$ cat src/rtl/boot_pkg.sv
// Shared definitions for the boot loader controller.
// Holds the controller state enumeration and the default parameter values.
package boot_pkg;

    localparam int unsigned IADDR_WIDTH_DEF   = 8;
    localparam int unsigned WIDTH_DEF         = 16;
    localparam int unsigned RELEASE_DELAY_DEF = 4;

    typedef enum logic [2:0] {
        ST_IDLE  = 3'd0,
        ST_LOAD  = 3'd1,
        ST_HOLD  = 3'd2,
        ST_RUN   = 3'd3,
        ST_ERROR = 3'd4
    } boot_state_e;

endpackage : boot_pkg

$ cat src/rtl/boot_load_ctrl.sv
// boot_load_ctrl: loads a program received over SPI into instruction memory,
// then releases the CPU from reset after a fixed delay.
// Ports:
//   clk, reset (async, active-low)
//   new_transfer, data_ready, data, transfer_done, chip_selected : SPI receiver side
//   iaddr_write, idata_write, i_write : instruction-memory write port (registered)
//   cpu_reset      : CPU reset, high unless running and not selected
//   word_count     : words accepted in the current/last load
//   load_error     : last load overflowed the instruction memory
module boot_load_ctrl
    import boot_pkg::*;
#(
    parameter int unsigned iaddr_width   = IADDR_WIDTH_DEF,
    parameter int unsigned width         = WIDTH_DEF,
    parameter int unsigned release_delay = RELEASE_DELAY_DEF
) (
    input  logic                   clk,
    input  logic                   reset,
    input  logic                   new_transfer,
    input  logic                   data_ready,
    input  logic [width-1:0]       data,
    input  logic                   transfer_done,
    input  logic                   chip_selected,
    output logic [iaddr_width-1:0] iaddr_write,
    output logic [width-1:0]       idata_write,
    output logic                   i_write,
    output logic                   cpu_reset,
    output logic [iaddr_width:0]   word_count,
    output logic                   load_error
);

    localparam int unsigned CW = iaddr_width + 1;
    localparam logic [iaddr_width:0] MAX_WORDS  = {1'b1, {iaddr_width{1'b0}}};
    localparam logic [7:0]           DELAY_INIT = 8'(release_delay);

    boot_state_e state;
    logic [7:0]  delay_cnt;

    // Main controller: state, write port, word counter and release delay.
    always_ff @(posedge clk or negedge reset) begin
        if (!reset) begin
            state       <= ST_IDLE;
            iaddr_write <= '0;
            idata_write <= '0;
            i_write     <= 1'b0;
            word_count  <= '0;
            load_error  <= 1'b0;
            delay_cnt   <= '0;
        end else begin
            i_write <= 1'b0;
            if (new_transfer) begin
                // A new transfer restarts the load from any state; a word
                // arriving on the same edge is the first word of it.
                state      <= ST_LOAD;
                load_error <= 1'b0;
                if (data_ready) begin
                    i_write     <= 1'b1;
                    iaddr_write <= '0;
                    idata_write <= data;
                    word_count  <= CW'(1);
                end else begin
                    word_count  <= '0;
                end
            end else begin
                case (state)
                    ST_LOAD: begin
                        if (data_ready && (word_count == MAX_WORDS)) begin
                            load_error <= 1'b1;
                            state      <= ST_ERROR;
                        end else begin
                            if (data_ready) begin
                                i_write     <= 1'b1;
                                iaddr_write <= word_count[iaddr_width-1:0];
                                idata_write <= data;
                                word_count  <= word_count + CW'(1);
                            end
                            if (transfer_done) begin
                                // Any word accepted on this edge counts as loaded.
                                if ((word_count == '0) && !data_ready) begin
                                    state <= ST_IDLE;
                                end else begin
                                    state     <= ST_HOLD;
                                    delay_cnt <= DELAY_INIT;
                                end
                            end
                        end
                    end
                    ST_HOLD: begin
                        delay_cnt <= delay_cnt - 8'd1;
                        if (delay_cnt <= 8'd1) begin
                            state <= ST_RUN;
                        end
                    end
                    default: begin
                    end
                endcase
            end
        end
    end

    // Chip select holds the CPU without waiting for a clock edge.
    assign cpu_reset = (state != ST_RUN) || chip_selected;

endmodule : boot_load_ctrl

$ cat config.mk
export PLATFORM = sky130hd
export DESIGN_NAME = boot_load_ctrl
export DESIGN_NICKNAME = d
export VERILOG_FILES = /design/src/rtl/boot_pkg.sv /design/src/rtl/boot_load_ctrl.sv
export SDC_FILE = /design/constraint.sdc
export NUM_CORES = 1
export LEC_CHECK = 0
export CAP_MARGIN = 10
export CORE_MARGIN = 5
export CORE_UTILIZATION = 46
export CTS_BUF_LIST = sky130_fd_sc_hd__clkbuf_2 sky130_fd_sc_hd__clkbuf_4 sky130_fd_sc_hd__clkbuf_8
export DETAILED_ROUTE_END_ITERATION = 10
export GPL_TIMING_DRIVEN = 0
export PLACE_DENSITY = 0.79
export SLEW_MARGIN = 15
export SYNTH_ARGS = -nofsm -noshare
export SYNTH_HDL_FRONTEND = slang
export SYNTH_SLANG_ARGS = --single-unit
export TNS_END_PERCENT = 30
$ cat constraint.sdc
create_clock -name clk -period 2 [get_ports clk]
set_clock_uncertainty 0.15 [all_clocks]
set_input_delay 0.2 -clock clk [delete_from_list [all_inputs] [get_ports clk]]
set_output_delay 0.2 -clock clk [all_outputs]
set_load 0.1 [all_outputs]
# Yosys cells after proc, flatten, opt, wreduce, memory -nomap -nowiden

Index checks and enable logic that the tools add are counted.

Register bits: 46
Bits of input ports: 22
Output and inout port bits: 36
Logic and storage cells: 68

$add $sub $neg: 2
$lt $le $gt $ge: 1
Equal/unequal tests: 10
Mux-type cells: 31
Bitwise gates (word level): 1
Reductions and logical operators: 16

Operators by type and width:

| cell                | count |
|---|---|
| $mux 16             | 4 |
| $mux 8              | 8 |
| $mux 9              | 4 |
| $pmux 8 s2          | 1 |
| $mux 3              | 4 |
| $add 9x1->9 const B | 1 |
| $eq 9x9->1 const B  | 1 |
| $logic_not 9->1     | 1 |
| $reduce_and 3->1    | 3 |
| $le 8x1->1 const B  | 1 |
| $mux 1              | 8 |
| $ne 2x2->1 const B  | 4 |
| $reduce_bool 2->1   | 4 |
| $sub 8x1->8 const B | 1 |
| $pmux 3 s2          | 1 |
| $reduce_and 5->1    | 1 |
| $ne 4x4->1 const B  | 1 |
| $reduce_and 2->1    | 2 |
| $eq 3x1->1 const B  | 1 |
| $eq 3x2->1 const B  | 1 |
| $ne 3x2->1 const B  | 1 |
| $ne 3x3->1 const B  | 1 |
| $reduce_bool 3->1   | 1 |
| $logic_and 1x1->1   | 2 |
| 4 further kinds     | 4 |

# Longest topological paths before layout

Depth in word-level cells: 7
Depth in mapped cells: 7
Depth with buffers taken out: 6

# Least setup slack after synthesis

OpenSTA, ideal clock, no wires.

Path type: register -> register
Start: reg word_count[0]
End: reg iaddr_write[5]
Arrival time: 2.334 ns
Required time: 1.712 ns
Path slack: -0.622 ns
Stages on the path, launching flop included: 8
Clock period less this slack: 2.622 ns
Cells stage by stage: dfrtp_1 -> inv_1 -> ha_1 -> nor4b_4 -> a31oi_1 -> buf_4 -> mux2i_1 -> o22ai_1

Longest elaborated chain between the ends: 4

RTL lines:

| item                              | RTL line             | text |
|---|---|---|
| start, declared                   | boot_load_ctrl.sv:28 | `output logic [iaddr_width:0] word_count,` |
| start signal, assigned            | boot_load_ctrl.sv:75 | `word_count <= word_count + CW'(1);` |
| $eq 9x9->1                        | boot_load_ctrl.sv:67 | `if (data_ready && (word_count == MAX_WORDS)) begin` |
| $logic_and 1x1->1                 | boot_load_ctrl.sv:67 |  |
| $ne 2x2->1 (no source line)       | n/a                  |  |
| $reduce_and 3->1 (no source line) | n/a                  |  |
| end signal, assigned              | boot_load_ctrl.sv:73 | `iaddr_write <= word_count[iaddr_width-1:0];` |
| end, declared                     | boot_load_ctrl.sv:24 | `output logic [iaddr_width-1:0] iaddr_write,` |

Every way passes these cells.
A chain may end at the register's enable or synchronous reset.

# Worst setup path in the final report

Start: reg word_count[1]
End: reg delay_cnt[6]

Longest elaborated chain between the ends: 4
Elaborated cells on any way between the ends: 7
Classes of those cells: eq/ne (3); reduce/logical (4)

RTL lines:

| item                                                 | RTL line                                   | text |
|---|---|---|
| $eq 9x9->1 / $logic_not 9->1 (equally long branches) | boot_load_ctrl.sv:67, boot_load_ctrl.sv:79 |  |
| $logic_and 1x1->1 (on tied branches)                 | boot_load_ctrl.sv:67, boot_load_ctrl.sv:79 |  |
| $ne 2x2->1 (no source line)                          | n/a                                        |  |
| $reduce_and 5->1 (no source line) (*)                | n/a                                        |  |
| end signal, assigned                                 | boot_load_ctrl.sv:89                       | `delay_cnt <= delay_cnt - 8'd1;` |
| end, declared                                        | boot_load_ctrl.sv:37                       | `logic [7:0] delay_cnt;` |

Mark *: on every way between the ends. The rest lies on a longest branch, timed or not.

==> metrics <==
die area ~0.0065 mm^2; DR WL/cell 15.7 um; fmax roughly 470 MHz; Post-synth EDFFs 0; Syn Inst Count a little over 200; Global Route Usage Sum between 10% and 20%; nets between 300 and 400; Syn Area/Cell between 10 and 15 um^2; die height approximately 80 um; period utilization 106%; reg-to-reg startpoint word_count[1]; Die X ~80 um; multiplexer area fraction after synthesis approximately 11%; PwrDens 931 mW/mm^2; maxcap violations 0; CP arrival between 2 and 2.5 ns; Critical Path Fanout Max 4; fraction of registers with async set/reset 100%; Setup Viol. Count Final 25; crit path from word_count[1]; Initial Util a little under half; Pint between 0.0015 and 0.002 W; Setup TNS -1.83 ns; #FFs+latches synth 46; Synth Net Count 233; Compound-Gate Fraction of Synth Area 12.5%; CTS Buf Count 5; first-pass GRT wire length approximately 8800 um; CP top delay family simple AND/OR/NAND/NOR gates; crit path launch type flop; Adder-Cell Fraction of Synth Area 2.18%; multi-input logic area ~0.0011 mm^2; register area around 0.0012 mm^2; initial antenna violation count 0; port bufs 55; peak supply drop slightly below 0.6 mV; H-tree depth 2; CTS clock-pin slew for the worst setup and hold paths 0.08 ns; leakage about 1.5 nW; Final Power between 0.003 and 0.004 W; Synth cell types 46; row count 25; combinational share of power 44.3%; total grt overflow 0; Seq pwr share a little under two fifths; Synth top area share ~50%; most frequent cells after synthesis 46 x dfrtp_1, 16 x inv_1, 15 x mux2_2, 14 x nor2_1; Synth area leader dfrtp_1; Clock Tree Buf Depth 2; DR pass1 iterations 4; HPWL Detailed roughly 3700 um; critical path required time just over 2 ns; Seq/Total Area, Yosys 50.1%; initial drt markers 53; Worst Path Buf+Inv 2; Net Sw Power 0.00131 W; max-slew violations 0; largest net degree at the start of global routing 28; Synth Area in XOR/XNOR 2.67%; CP peak stage delay 0.51 ns; # clock sinks 46; vias per cell around 5.3; Final Hold Fails 0; Tmin final 2.12 ns; Hold WC Path Type in -> async; top cells by area, synth dfrtp_1 50%, mux2_2 7.4%, mux2i_1 3.5%, inv_1 2.6%, nor2_1 2.3%; number of global-route vias before repair 1842; routability congestion estimate roughly 0.8; Simple-Gate Fraction of Synth Area 15.6%; RSZ-0062 raised after global routing true; Cell Area, Synth approximately 0.0023 mm^2; final WL ~5600 um; crit-path cells inv_4, ha_4, or4b_4, nor4_4, buf_4, o31ai_1, o21ai_1; number of remaining DRC errors 0; setup ws final -0.121 ns; Antenna Cells 0; ANT nets after route 0; Crit-path slowest cell dfrtp_4; failing checks setup timing; max_slew headroom about a third; layout cell share with drive strength beyond 1 29.9%; main combinational cell family by area after synthesis simple AND/OR/NAND/NOR gates; clock latency on the worst-skew pair 0.29 ns; most common cell in the netlist dfrtp_1; Area growth syn-to-layout 44.6%; YS warnings 0; switching share of power between 40% and 50%; CTS root buf clkbuf_8; total number of vias ~1900; fill cell count around 370; Clk pwr share a little under a fifth; Core Area 0.00479 mm^2; nature of the critical path endpoint flop; Crit Path Class reg -> reg; top_reg_cell synth dfrtp_1; Slew @ Worst Pin roughly 0.98 ns; outcome complete, but fails checks; TritonCTS clock tree done; number of I/O pins 58
==> path summary, 6_finish.rpt <==
kind	endpoint	slack, ns	cells after the start
max	delay_cnt[6]	-0.12	7
min	delay_cnt[2]	0.25	2
max reg2reg	delay_cnt[6]	-0.12	7
max in group asynchronous	word_count[4]	0.93	3
min reg2reg	idata_write[9]	0.36	1
min in group clk	word_count[2]	0.27	3
==> stage by stage <==
step / cells / hold WS, ns / setup WS, ns / util, % / area, um^2
after floorplan: 207 / -0.246 / -0.369 / - / 2320
after global placement: 329 / 0.335 / -0.987 / 61.8 / 2960
after detailed placement: 330 / 0.0448 / -0.589 / 62.1 / 2970
after CTS: 351 / 0.263 / -0.136 / 66.8 / 3200
after global routing: 358 / 0.294 / -0.173 / 69.4 / 3320
final: 358 / 0.252 / -0.121 / 69.4 / 3320
==> worst register-to-register path, delay by kind of cell, from the launching register on <==
kind | cells | cell delay (ns)
buffers and inverters | 2 | 0.25
AO/OA/AOI/OAI | 2 | 0.16
adder cells (fa/ha/maj) | 1 | 0.12
flip-flops | 1 | 0.51
AND/OR/NAND/NOR | 2 | 0.85
==> sequential cells by signal, summed over array words and instances (netlist names) <==
signal / flops
word_count: 9
delay_cnt: 8
i_write: 1
iaddr_write: 8
idata_write: 16
state: 3
load_error: 1
==> routing by layer <==
metal	GRT usage, %	up-vias	wire length (um)
li1	-	911	-
met1	23.8	932	2530
met2	27.9	50	2770
met3	3.70	5	294
met4	3.04	0	36
met5	0	-	0
==> cell families after synthesis <==
kind of cell | count (synthesis)
xor gates and xnor gates | 7
buffers and inverters | 27
muxes | 24
adders and majority gates | 4
DFF | 46
AOI/OAI and AO/OA | 44
and+or+nand+nor | 55
==> power by group through the flow <==
stage	combinational (W)	clock (W)	sequential [W]
after floorplan	0.000388	0	0.00170
after global placement	0.00123	0	0.00115
after detailed placement	0.00125	0	0.00115
after CTS	0.00129	0.000601	0.00113
after global routing	0.00144	0.000653	0.00116
final	0.00137	0.000587	0.00114
==> cell type report <==
class,instances,share of cell area (%)
Tap cell,67,2.52
Sequential cell,46,35.3
Timing Repair Buffer,76,20.8
Clock inverter,1,0.151
Clock buffer,7,2.71
Inverter,16,1.96
Multi-Input combinational cell,134,34.5
Buffer,11,2.07
==> cell usage in the layout (no fill, tap or decap), drive strengths merged, types with 5 or more instances in the layout <==
master | Yosys | layout
a21oi | 6 | 6
buf | 4 | 28
clkbuf | 7 | 16
clkdlybuf4s50 | 0 | 18
dfrtp | 46 | 46
dlygate4sd2 | 0 | 28
inv | 16 | 16
mux2 | 16 | 16
mux2i | 8 | 8
nand4 | 5 | 5
nor2 | 14 | 14
nor3 | 6 | 6
o21ai | 11 | 11
o22ai | 8 | 8
o31ai | 7 | 7
==> repair_timing <==
item | CTS | global route
hold buffers | 1 | 0
setup buffers | 11 | 7
setup endpoints to repair | 69 | 37
pin swaps | 9 | 8
endpoints found under the hold margin | 19 | 0
gates resized for setup | 66 | 28
gates cloned | 1 | 0
Power figures use the tool's default switching activity.
